### config.mk
export PLATFORM = sky130hd
export DESIGN_NAME = key_sched_ctrl_flat
export DESIGN_NICKNAME = d
export VERILOG_FILES = /design/src/rtl/key_sched_ctrl_if.sv /design/src/rtl/key_sched_ctrl.sv /design/src/flat_wrapper.sv
export SDC_FILE = /design/constraint.sdc
export NUM_CORES = 1
export LEC_CHECK = 0
export CAP_MARGIN = 20
export CORE_AREA = 2 2 144 146
export CTS_BUF_LIST = sky130_fd_sc_hd__clkbuf_8 sky130_fd_sc_hd__clkbuf_16
export CTS_CLUSTER_DIAMETER = 40
export DETAILED_ROUTE_END_ITERATION = 7
export DIE_AREA = 0 0 146 148
export PLACE_DENSITY = 0.83
export SYNTH_ARGS = -nofsm -noshare
export SYNTH_HDL_FRONTEND = slang
export SYNTH_SLANG_ARGS = --single-unit
### constraint.sdc
create_clock -name clk_i -period 7.2 [get_ports clk_i]
set_clock_uncertainty 0.15 [all_clocks]
set_input_delay 1.08 -clock clk_i [delete_from_list [all_inputs] [get_ports clk_i]]
set_output_delay 1.08 -clock clk_i [all_outputs]
set_load 0.05 [all_outputs]
### src/rtl/key_sched_ctrl_if.sv
// Signal bundle between key_sched_ctrl and its host, key_cache and the external T' unit.
// slave = controller side, master = environment side.
interface key_sched_ctrl_if #(
  parameter int group_size_p   = 128,
  parameter int word_width_p   = 32,
  parameter int turn_key_num_p = 32
);
  localparam int idx_w_lp = $clog2(turn_key_num_p);

  logic [group_size_p-1:0] key_i;
  logic                    v_key_i;
  logic                    key_ready_o;
  logic                    flush_i;
  logic [group_size_p-1:0] cache_key_o;
  logic                    cache_v_key_o;
  logic                    cache_missed_i;
  logic [word_width_p-1:0] cache_w_o;
  logic [idx_w_lp-1:0]     cache_idx_w_o;
  logic                    cache_v_w_o;
  logic                    cache_invalid_o;
  logic [word_width_p-1:0] tp_x_o;
  logic [word_width_p-1:0] tp_t_i;
  logic                    done_o;
  logic                    hit_o;

  modport slave (
    input  key_i, v_key_i, flush_i, cache_missed_i, tp_t_i,
    output key_ready_o, cache_key_o, cache_v_key_o, cache_w_o, cache_idx_w_o,
           cache_v_w_o, cache_invalid_o, tp_x_o, done_o, hit_o
  );

  modport master (
    output key_i, v_key_i, flush_i, cache_missed_i, tp_t_i,
    input  key_ready_o, cache_key_o, cache_v_key_o, cache_w_o, cache_idx_w_o,
           cache_v_w_o, cache_invalid_o, tp_x_o, done_o, hit_o
  );
endinterface

### src/rtl/key_sched_ctrl.sv
// SM4 round-key cache controller: CAM lookup on accept, one-round-key-per-cycle expansion on miss.
// Optional saturating hit/miss counters are enabled by defining KEY_SCHED_PERF_CNT_EN.
module key_sched_ctrl #(
  parameter int group_size_p   = 128,
  parameter int word_width_p   = 32,
  parameter int turn_key_num_p = 32
) (
  input  logic             clk_i,
  input  logic             reset_i,
  key_sched_ctrl_if.slave  bus
`ifdef KEY_SCHED_PERF_CNT_EN
  ,
  output logic [15:0]      hit_cnt_o,
  output logic [15:0]      miss_cnt_o
`endif
);
  localparam int idx_w_lp = $clog2(turn_key_num_p);
  localparam logic [group_size_p-1:0] fk_lp = 128'hA3B1BAC6_56AA3350_677D9197_B27022DC;
  localparam logic [idx_w_lp-1:0] last_idx_lp = idx_w_lp'(turn_key_num_p - 1);

  typedef enum logic [1:0] {
    IDLE   = 2'd0,
    EXPAND = 2'd1,
    DONE   = 2'd2
  } state_e;

  state_e                  state_r;
  state_e                  fsm_nxt_s;
  state_e                  state_nxt_s;
  logic [idx_w_lp-1:0]     cnt_r;
  logic [word_width_p-1:0] k0_r, k1_r, k2_r, k3_r;
  logic                    hit_r;

  logic                    accept_s;
  logic [word_width_p-1:0] rk_s;
  logic                    key_ready_s;
  logic [group_size_p-1:0] cache_key_s;
  logic                    cache_v_key_s;
  logic [word_width_p-1:0] cache_w_s;
  logic [idx_w_lp-1:0]     cache_idx_s;
  logic                    cache_v_w_s;
  logic [word_width_p-1:0] tp_x_s;
  logic                    done_s;
  logic                    hit_s;

  // CK byte j (MSB first) of round i is (4i+j)*7 in 8-bit arithmetic.
  function automatic logic [word_width_p-1:0] ck_word(input logic [idx_w_lp-1:0] i);
    logic [word_width_p-1:0] w;
    logic [7:0]              base;
    w    = '0;
    base = 8'(i) << 2;
    for (int j = 0; j < 4; j++) begin
      w[word_width_p-1-8*j -: 8] = (base + 8'(j)) * 8'd7;
    end
    return w;
  endfunction

  assign rk_s = k0_r ^ bus.tp_t_i;

  // Next-state and combinational handshake/cache outputs.
  always_comb begin
    fsm_nxt_s     = state_r;
    accept_s      = 1'b0;
    key_ready_s   = 1'b0;
    cache_key_s   = '0;
    cache_v_key_s = 1'b0;
    cache_w_s     = '0;
    cache_idx_s   = '0;
    cache_v_w_s   = 1'b0;
    tp_x_s        = '0;
    done_s        = 1'b0;
    hit_s         = 1'b0;
    case (state_r)
      IDLE: begin
        key_ready_s = ~bus.flush_i;
        if (bus.v_key_i && !bus.flush_i) begin
          accept_s      = 1'b1;
          cache_v_key_s = 1'b1;
          cache_key_s   = bus.key_i;
          fsm_nxt_s     = bus.cache_missed_i ? EXPAND : DONE;
        end else begin
          fsm_nxt_s = IDLE;
        end
      end
      EXPAND: begin
        tp_x_s      = k1_r ^ k2_r ^ k3_r ^ ck_word(cnt_r);
        cache_v_w_s = 1'b1;
        cache_idx_s = cnt_r;
        cache_w_s   = rk_s;
        if (cnt_r == last_idx_lp) begin
          fsm_nxt_s = DONE;
        end else begin
          fsm_nxt_s = EXPAND;
        end
      end
      DONE: begin
        done_s    = 1'b1;
        hit_s     = hit_r;
        fsm_nxt_s = IDLE;
      end
      default: begin
        fsm_nxt_s = IDLE;
      end
    endcase
    // A flush aborts whatever is in flight; the current cycle's write still goes out.
    state_nxt_s = bus.flush_i ? IDLE : fsm_nxt_s;
  end

  // State, round counter and key-schedule shift register.
  always_ff @(posedge clk_i) begin
    if (reset_i) begin
      state_r <= IDLE;
      cnt_r   <= '0;
      k0_r    <= '0;
      k1_r    <= '0;
      k2_r    <= '0;
      k3_r    <= '0;
      hit_r   <= 1'b0;
    end else begin
      state_r <= state_nxt_s;
      if (bus.flush_i) begin
        cnt_r <= '0;
      end else if (accept_s) begin
        cnt_r <= '0;
        hit_r <= ~bus.cache_missed_i;
        if (bus.cache_missed_i) begin
          {k0_r, k1_r, k2_r, k3_r} <= bus.key_i ^ fk_lp;
        end
      end else if (state_r == EXPAND) begin
        {k0_r, k1_r, k2_r, k3_r} <= {k1_r, k2_r, k3_r, rk_s};
        cnt_r <= cnt_r + idx_w_lp'(1);
      end
    end
  end

  assign bus.key_ready_o     = key_ready_s;
  assign bus.cache_key_o     = cache_key_s;
  assign bus.cache_v_key_o   = cache_v_key_s;
  assign bus.cache_w_o       = cache_w_s;
  assign bus.cache_idx_w_o   = cache_idx_s;
  assign bus.cache_v_w_o     = cache_v_w_s;
  assign bus.cache_invalid_o = bus.flush_i;
  assign bus.tp_x_o          = tp_x_s;
  assign bus.done_o          = done_s;
  assign bus.hit_o           = hit_s;

`ifdef KEY_SCHED_PERF_CNT_EN
  logic [15:0] hit_cnt_r;
  logic [15:0] miss_cnt_r;

  // Saturating lookup statistics; only reset clears them.
  always_ff @(posedge clk_i) begin
    if (reset_i) begin
      hit_cnt_r  <= 16'h0000;
      miss_cnt_r <= 16'h0000;
    end else if (accept_s) begin
      if (bus.cache_missed_i) begin
        if (miss_cnt_r != 16'hFFFF) begin
          miss_cnt_r <= miss_cnt_r + 16'h0001;
        end
      end else begin
        if (hit_cnt_r != 16'hFFFF) begin
          hit_cnt_r <= hit_cnt_r + 16'h0001;
        end
      end
    end
  end

  assign hit_cnt_o  = hit_cnt_r;
  assign miss_cnt_o = miss_cnt_r;
`endif
endmodule
### src/flat_wrapper.sv
// flat-port wrapper written by rule: the top's interface ports become plain ports
module key_sched_ctrl_flat 
#(
  parameter int group_size_p   = 128,
  parameter int word_width_p   = 32,
  parameter int turn_key_num_p = 32
)
  (clk_i, reset_i, bus_key_i, bus_v_key_i, bus_flush_i, bus_cache_missed_i, bus_tp_t_i, bus_key_ready_o, bus_cache_key_o, bus_cache_v_key_o, bus_cache_w_o, bus_cache_idx_w_o, bus_cache_v_w_o, bus_cache_invalid_o, bus_tp_x_o, bus_done_o, bus_hit_o);
  key_sched_ctrl_if #(.group_size_p(group_size_p), .word_width_p(word_width_p), .turn_key_num_p(turn_key_num_p)) bus_i ();
  input  logic clk_i;
  input  logic reset_i;
  input wire logic [$bits(bus_i.key_i)-1:0] bus_key_i;
  input wire logic [$bits(bus_i.v_key_i)-1:0] bus_v_key_i;
  input wire logic [$bits(bus_i.flush_i)-1:0] bus_flush_i;
  input wire logic [$bits(bus_i.cache_missed_i)-1:0] bus_cache_missed_i;
  input wire logic [$bits(bus_i.tp_t_i)-1:0] bus_tp_t_i;
  output wire logic [$bits(bus_i.key_ready_o)-1:0] bus_key_ready_o;
  output wire logic [$bits(bus_i.cache_key_o)-1:0] bus_cache_key_o;
  output wire logic [$bits(bus_i.cache_v_key_o)-1:0] bus_cache_v_key_o;
  output wire logic [$bits(bus_i.cache_w_o)-1:0] bus_cache_w_o;
  output wire logic [$bits(bus_i.cache_idx_w_o)-1:0] bus_cache_idx_w_o;
  output wire logic [$bits(bus_i.cache_v_w_o)-1:0] bus_cache_v_w_o;
  output wire logic [$bits(bus_i.cache_invalid_o)-1:0] bus_cache_invalid_o;
  output wire logic [$bits(bus_i.tp_x_o)-1:0] bus_tp_x_o;
  output wire logic [$bits(bus_i.done_o)-1:0] bus_done_o;
  output wire logic [$bits(bus_i.hit_o)-1:0] bus_hit_o;
  assign bus_i.key_i = bus_key_i;
  assign bus_i.v_key_i = bus_v_key_i;
  assign bus_i.flush_i = bus_flush_i;
  assign bus_i.cache_missed_i = bus_cache_missed_i;
  assign bus_i.tp_t_i = bus_tp_t_i;
  assign bus_key_ready_o = bus_i.key_ready_o;
  assign bus_cache_key_o = bus_i.cache_key_o;
  assign bus_cache_v_key_o = bus_i.cache_v_key_o;
  assign bus_cache_w_o = bus_i.cache_w_o;
  assign bus_cache_idx_w_o = bus_i.cache_idx_w_o;
  assign bus_cache_v_w_o = bus_i.cache_v_w_o;
  assign bus_cache_invalid_o = bus_i.cache_invalid_o;
  assign bus_tp_x_o = bus_i.tp_x_o;
  assign bus_done_o = bus_i.done_o;
  assign bus_hit_o = bus_i.hit_o;
  key_sched_ctrl #(.group_size_p(group_size_p), .word_width_p(word_width_p), .turn_key_num_p(turn_key_num_p)) u_core (.clk_i(clk_i), .reset_i(reset_i), .bus(bus_i));
endmodule
==> results.cfg, run 1 <==
[timing]
setup_viol = 0
report.final.slew_viol_count = 0
fin_crit_ps = 5791
grt_setup_unrepaired = no
timing.final.crit_share_pct = 80.43
worst_pin_slew_ps = 1076
finalSetupTns_ps = 0
slew_headroom_pct = 28.24
hold_viol_final = 0
fmax_mhz = 172.7

[final_layout]
multi_input_area_um2 = 5199
fin_area_um2 = 12650
seq_area_um2 = 2723
n_fill_cell = 1786
antennaDiodeCount = 0
drive_gt1_share_pct = 2.895
syn2layout_area_growth_pct = 51.79
final_nets = 1622

[critical_path]
worstPathArrival_ps = 4560
cp-start-kind = primary input
criticalPathCategory = primary input to primary output
cp.required_ps = 5970
end_kind = primary output
r2r_slack_ps = 4200
cp_max_fo = 92

[cts]
cts_tree = done
clk-insertion-delay-late_ps = 410
root_buffer = clkbuf_16
clock-sinks = 136
clk_pin_slew_ps = 60
postCtsSetupBuffers = 0
holdBufCountCts = 0
ctsHtreeMaxLevel = 4
cts_resized = 0
cts_buffer_depth = 2
cts_inserted_buffers = 17

[synth]
yosysSeqAreaShare_pct = 32.67
synth_top_area_share_pct = 32.67
synth_commonest_cells = nor2_1, dfxtp_1, nand2_1
synth.avg_cell_area_um2 = 7.381
syn-num-nets = 1313
synth_warnings = 0
async_flop_share_pct = 0
synth-seq-cells = 136
netlist_area_um2 = 8333
postSynthCellCount = 1129
yosys.area.top_type = dfxtp_1
synthFlopType = dfxtp_1
synth_most_common_cell = nor2_1
synth_edf_count = 0
synthDistinctLibCells = 33
yosys-top-cells-area = dfxtp_1, xnor2_1, nor2_1

[grt]
grt-ovfl-total = 0
grt_antenna_before_repair = 0
grt_usage_pct = 25.27
grt_use_met2_pct = 43.58
use_met1_pct = 31.94
grt_pass1_vias = 8352
grt_pass1_wl_um = 44160
gr-max-usage-layer = met2
grt_start_max_net_pins = 106
use_met3_pct = 5.216

[power_and_ir_drop]
p_seq_share_pct = 36.0
comb_power_share_pct = 23.6
powerDensity_nw_per_um2 = 178.4
p_clk_share_pct = 40.4
p_int_mw = 1.589
power.switching_mw = 0.6671
ir_drop_mv = 0.1302
p_sw_share_pct = 29.56
power.leakage_nw = 4.538

[route]
first_pass_iters = 4
vias = 8700
drc_errors = 0
wl_per_cell_um = 16.48
drt_iter0_drc = 537
wl_um = 28360
ant_nets = 0
viasPerCell = 5.055

[floorplanning]
ios = 368
die_h_um = 148
core_um2 = 20040
die_w_um = 146
initial_core_util_pct = 41.58
die-area_um2 = 21610
rows = 52

[placed_design]
dpl_cell_area_um2 = 12040
routabilityCongestion = 0.8142
place.port_buffers = 367
dp_hpwl_um = 20500

[run]
maxCapViolCount = 0

[hold_path]
hold_class = flip-flop to flip-flop

[status]
status = finished, final reports clean
[per-layer routing]
metal | vias up | part of all wire (%)
met1 | 4071 | 43
met4 | 0 | 2.0
li1 | 4282 | -
met2 | 307 | 50
met3 | 40 | 5.9
met5 | - | 0
[final timing paths]
check	startpoint	end	cells after the start
worst min-delay path	u_core.k0_r[21]	u_core.k0_r[21]	2
worst max-delay path	bus_flush_i	bus_cache_key_o[68]	6
worst max register to register	u_core.state_r[0]	u_core.k1_r[14]	6
worst min register to register	u_core.k0_r[21]	u_core.k0_r[21]	2
[placed cells by master, fill, tap and decap left out, types with 8 or more instances in the layout]
master           count
fa_1                 8
and2_1             130
inv_1               12
or3_1               52
o21ai_1             10
a21oi_1             94
o21ai_0             10
xnor2_1            112
nand2_1            134
dfxtp_1            136
clkdlybuf4s50_1    366
clkbuf_16           17
a211o_1             14
ha_1                11
xor2_1              21
nor2_1             234
a211oi_1            47
[metrics by stage]
| step | util (%) | total power, mW | instances | hold WS [ps] | setup slack [ps] |
|---|---|---|---|---|---|
| 5_1_grt | 63.12 | 2.345 | 1721 | 325.0 | 1226 |
| 2_1_floorplan | - | 1.153 | 1129 | 294.3 | 2793 |
| 3_3_place_gp | 60.06 | 1.351 | 1689 | 301.3 | 1473 |
| 3_5_place_dp | 60.06 | 1.358 | 1689 | 306.2 | 1419 |
| 4_1_cts | 63.12 | 2.269 | 1721 | 314.6 | 1419 |
| 6_report | 63.12 | 2.256 | 1721 | 313.5 | 1409 |
[flip-flops by register name, summed over array words and instances (netlist names)]
signal / count
u_core.state_r: 2
u_core.k0_r: 32
u_core.k1_r: 32
u_core.hit_r: 1
u_core.k2_r: 32
u_core.k3_r: 32
u_core.cnt_r: 5
[area by class of cell]
type | count | area share (%)
clock buffers | 17 | 3.363
flip-flops and latches | 136 | 21.53
inverters | 10 | 0.3165
multi-input cells | 899 | 41.10
well taps | 270 | 2.671
clock inverters | 15 | 1.484
repair buffers | 374 | 29.54
[power by group through the flow]
| stage | Sequential, mW | Clock (mW) | Combinational, mW |
|---|---|---|---|
| 2_1_floorplan | 0.821 | 0 | 0.332 |
| 3_3_place_gp | 0.826 | 0 | 0.524 |
| 3_5_place_dp | 0.828 | 0 | 0.530 |
| 4_1_cts | 0.812 | 0.923 | 0.533 |
| 5_1_grt | 0.816 | 0.961 | 0.568 |
| 6_report | 0.812 | 0.912 | 0.531 |
[kinds of logic after synthesis]
kind of cell / share of synthesized area (%)
flops: 32.67
simple gates: 31.31
xor+xnor: 13.98
compound gates: 13.27
buf+inv: 5.195
fa+ha+maj: 3.574
[worst max-delay path, stage by stage]
cell             delay [ps]
clkdlybuf4s50_1         540
or4b_4                  940
inv_4                   470
buf_12                  340
and2_1                  260
clkdlybuf4s50_1         830
Note: power is estimated with default switching activity, not from simulation.
==> inputs of run 2 (changes only) <==
Settings changed: CORE_AREA 2 2 144 146 to 2 2 143 145, DIE_AREA 0 0 146 148 to 0 0 145 147, PLACE_DENSITY 0.83 to 0.84.
Clock period 7.2 ns to 5.9 ns, I/O delays scaled along.
==> run 2 against run 1 <==
Global-route usage about the same. Utilization up 0.31 points. Register-to-register slack worse by 1100 ps. Clock power up 7.7%. Hold slack about the same. Combinational power up 23%. Sequential power up 22%. Sequential share of layout area up 0.11 points. Final area down 0.49%. Highest routed layer unchanged. Wire length down 0.97%. Critical endpoint is now bus_tp_x_o[30]. Setup slack worse by 730 ps. Non-clock buffer count up 2.
==> results.cfg, run 2 (same netlist as run 1, synthesis figures left out) <==
[timing]
fmax_mhz = 191.5
fin_crit_ps = 5222
hold_viol_final = 0
grt_setup_unrepaired = no
setup_viol = 0
finalSetupTns_ps = 0
hold_ws_ps = 313.4
worst_pin_slew_ps = 1019
timing.final.crit_share_pct = 88.50
fin_ws_ps = 678.4
slew_headroom_pct = 32.05
report.final.slew_viol_count = 0

[placed_design]
dp.cells = 1691
dp_hpwl_um = 20290
place_ws_ps = 1016
routabilityCongestion = 0.8679
dpl_cell_area_um2 = 12040
place.port_buffers = 367

[status]
status = finished, final reports clean

[grt]
grt_start_max_net_pins = 94
grt_pass1_vias = 8353
grt_pass1_wl_um = 43860
grt_antenna_before_repair = 0
grt-ovfl-total = 0
grt_usage_pct = 25.30

[power_and_ir_drop]
power.switching_mw = 0.8245
p_sw_share_pct = 31.41
powerDensity_nw_per_um2 = 208.6
power.leakage_nw = 4.519
comb_power_share_pct = 24.8
p_clk_share_pct = 37.4
p_seq_share_pct = 37.8
ir_drop_mv = 0.1532
p_total_mw = 2.625
p_int_mw = 1.800

[critical_path]
criticalPathCategory = flip-flop to primary output
r2r_cells = 5
cp_max_fo = 13
timing.rr.start = u_core.state_r[0]
cp-startpoint = u_core.cnt_r[0]
r2r-end = u_core.k1_r[5]
cp.required_ps = 4870
cp-start-kind = flip-flop
worstPathArrival_ps = 4190
end_kind = primary output
r2r_slack_ps = 3150

[final_layout]
fin_area_um2 = 12590
mostFrequentLayoutCells = clkdlybuf4s50_1, nor2_1, dfxtp_1
syn2layout_area_growth_pct = 51.04
finalNonFillerCells = 1722
seq_area_um2 = 2723
antennaDiodeCount = 0
final_nets = 1624
multi_input_area_um2 = 5199
utilization_pct = 63.42
n_fill_cell = 1696
final_common_cell = clkdlybuf4s50_1
drive_gt1_share_pct = 3.788

[cts]
root_buffer = clkbuf_16
cts_tree = done
ctsHtreeMaxLevel = 4
cts_resized = 0
holdBufCountCts = 0
cts_buffer_depth = 2
postCtsSetupBuffers = 0
clk-insertion-delay-late_ps = 410
clk_pin_slew_ps = 60
cts_inserted_buffers = 17
clock-sinks = 136

[route]
wl_um = 28090
first_pass_iters = 5
ant_nets = 0
viasPerCell = 5.059
drt_iter0_drc = 495
drc_errors = 0
vias = 8711
wl_per_cell_um = 16.31

[floorplanning]
initial_core_util_pct = 41.99
die_h_um = 147
ios = 368
die-area_um2 = 21320
core_um2 = 19840
die_w_um = 145
rows = 52

[hold_path]
hold_class = flip-flop to flip-flop
whs_endpoint = u_core.k0_r[24]
hold_depth = 2
hold_start = u_core.k0_r[24]

[run]
maxCapViolCount = 0
run 2: changes by cell type in the layout (fill, tap and decap cells not counted), sizes merged:
cell and delta:
buf +11, clkdlybuf4s50 -9, bufinv -4, clkbuf +2, clkinv -2, clkinvlp +2, inv +1
run 2: how the worst max path moves through the flow:
stage	end	slack, ps	cells after the start
after floorplan	bus_tp_x_o[7]	1690	8
after global placement	bus_cache_key_o[20]	1060	6
after detailed placement	bus_cache_key_o[20]	1020	6
after CTS	bus_tp_x_o[30]	650	8
after global routing	bus_tp_x_o[30]	520	8
final	bus_tp_x_o[30]	680	8
run 2: power groups by stage:
stage | Sequential, mW | Clock (mW) | Combinational [mW]
after floorplan | 1.00 | 0 | 0.405
after global placement | 1.01 | 0 | 0.643
after detailed placement | 1.01 | 0 | 0.650
after CTS | 0.990 | 0.998 | 0.654
after global routing | 0.995 | 1.04 | 0.697
final | 0.991 | 0.982 | 0.652
run 2: layout make-up:
cell class | instances | share of cell area, %
clock buffer | 19 | 3.599
clock inverter | 12 | 0.7357
inverter | 10 | 0.3181
multi-input combinational | 899 | 41.31
sequential | 136 | 21.63
tap | 270 | 2.684
timing repair buffer | 376 | 29.72
run 2: critical path, cell delays in order, from the launching register on:
cell,delay (ps)
dfxtp_1,860
fa_1,630
ha_1,270
fa_1,480
xor2_1,330
xnor2_1,140
xnor2_1,130
nor2_1,80
clkdlybuf4s50_1,860
run 2: per-layer routing:
layer | GRT usage [%] | vias up | share of wire, %
met4 | 7.079 | 0 | 1.8
met5 | 0 | - | 0
li1 | - | 4279 | -
met2 | 45.19 | 321 | 50
met1 | 31.14 | 4071 | 42
met3 | 4.876 | 40 | 6.3
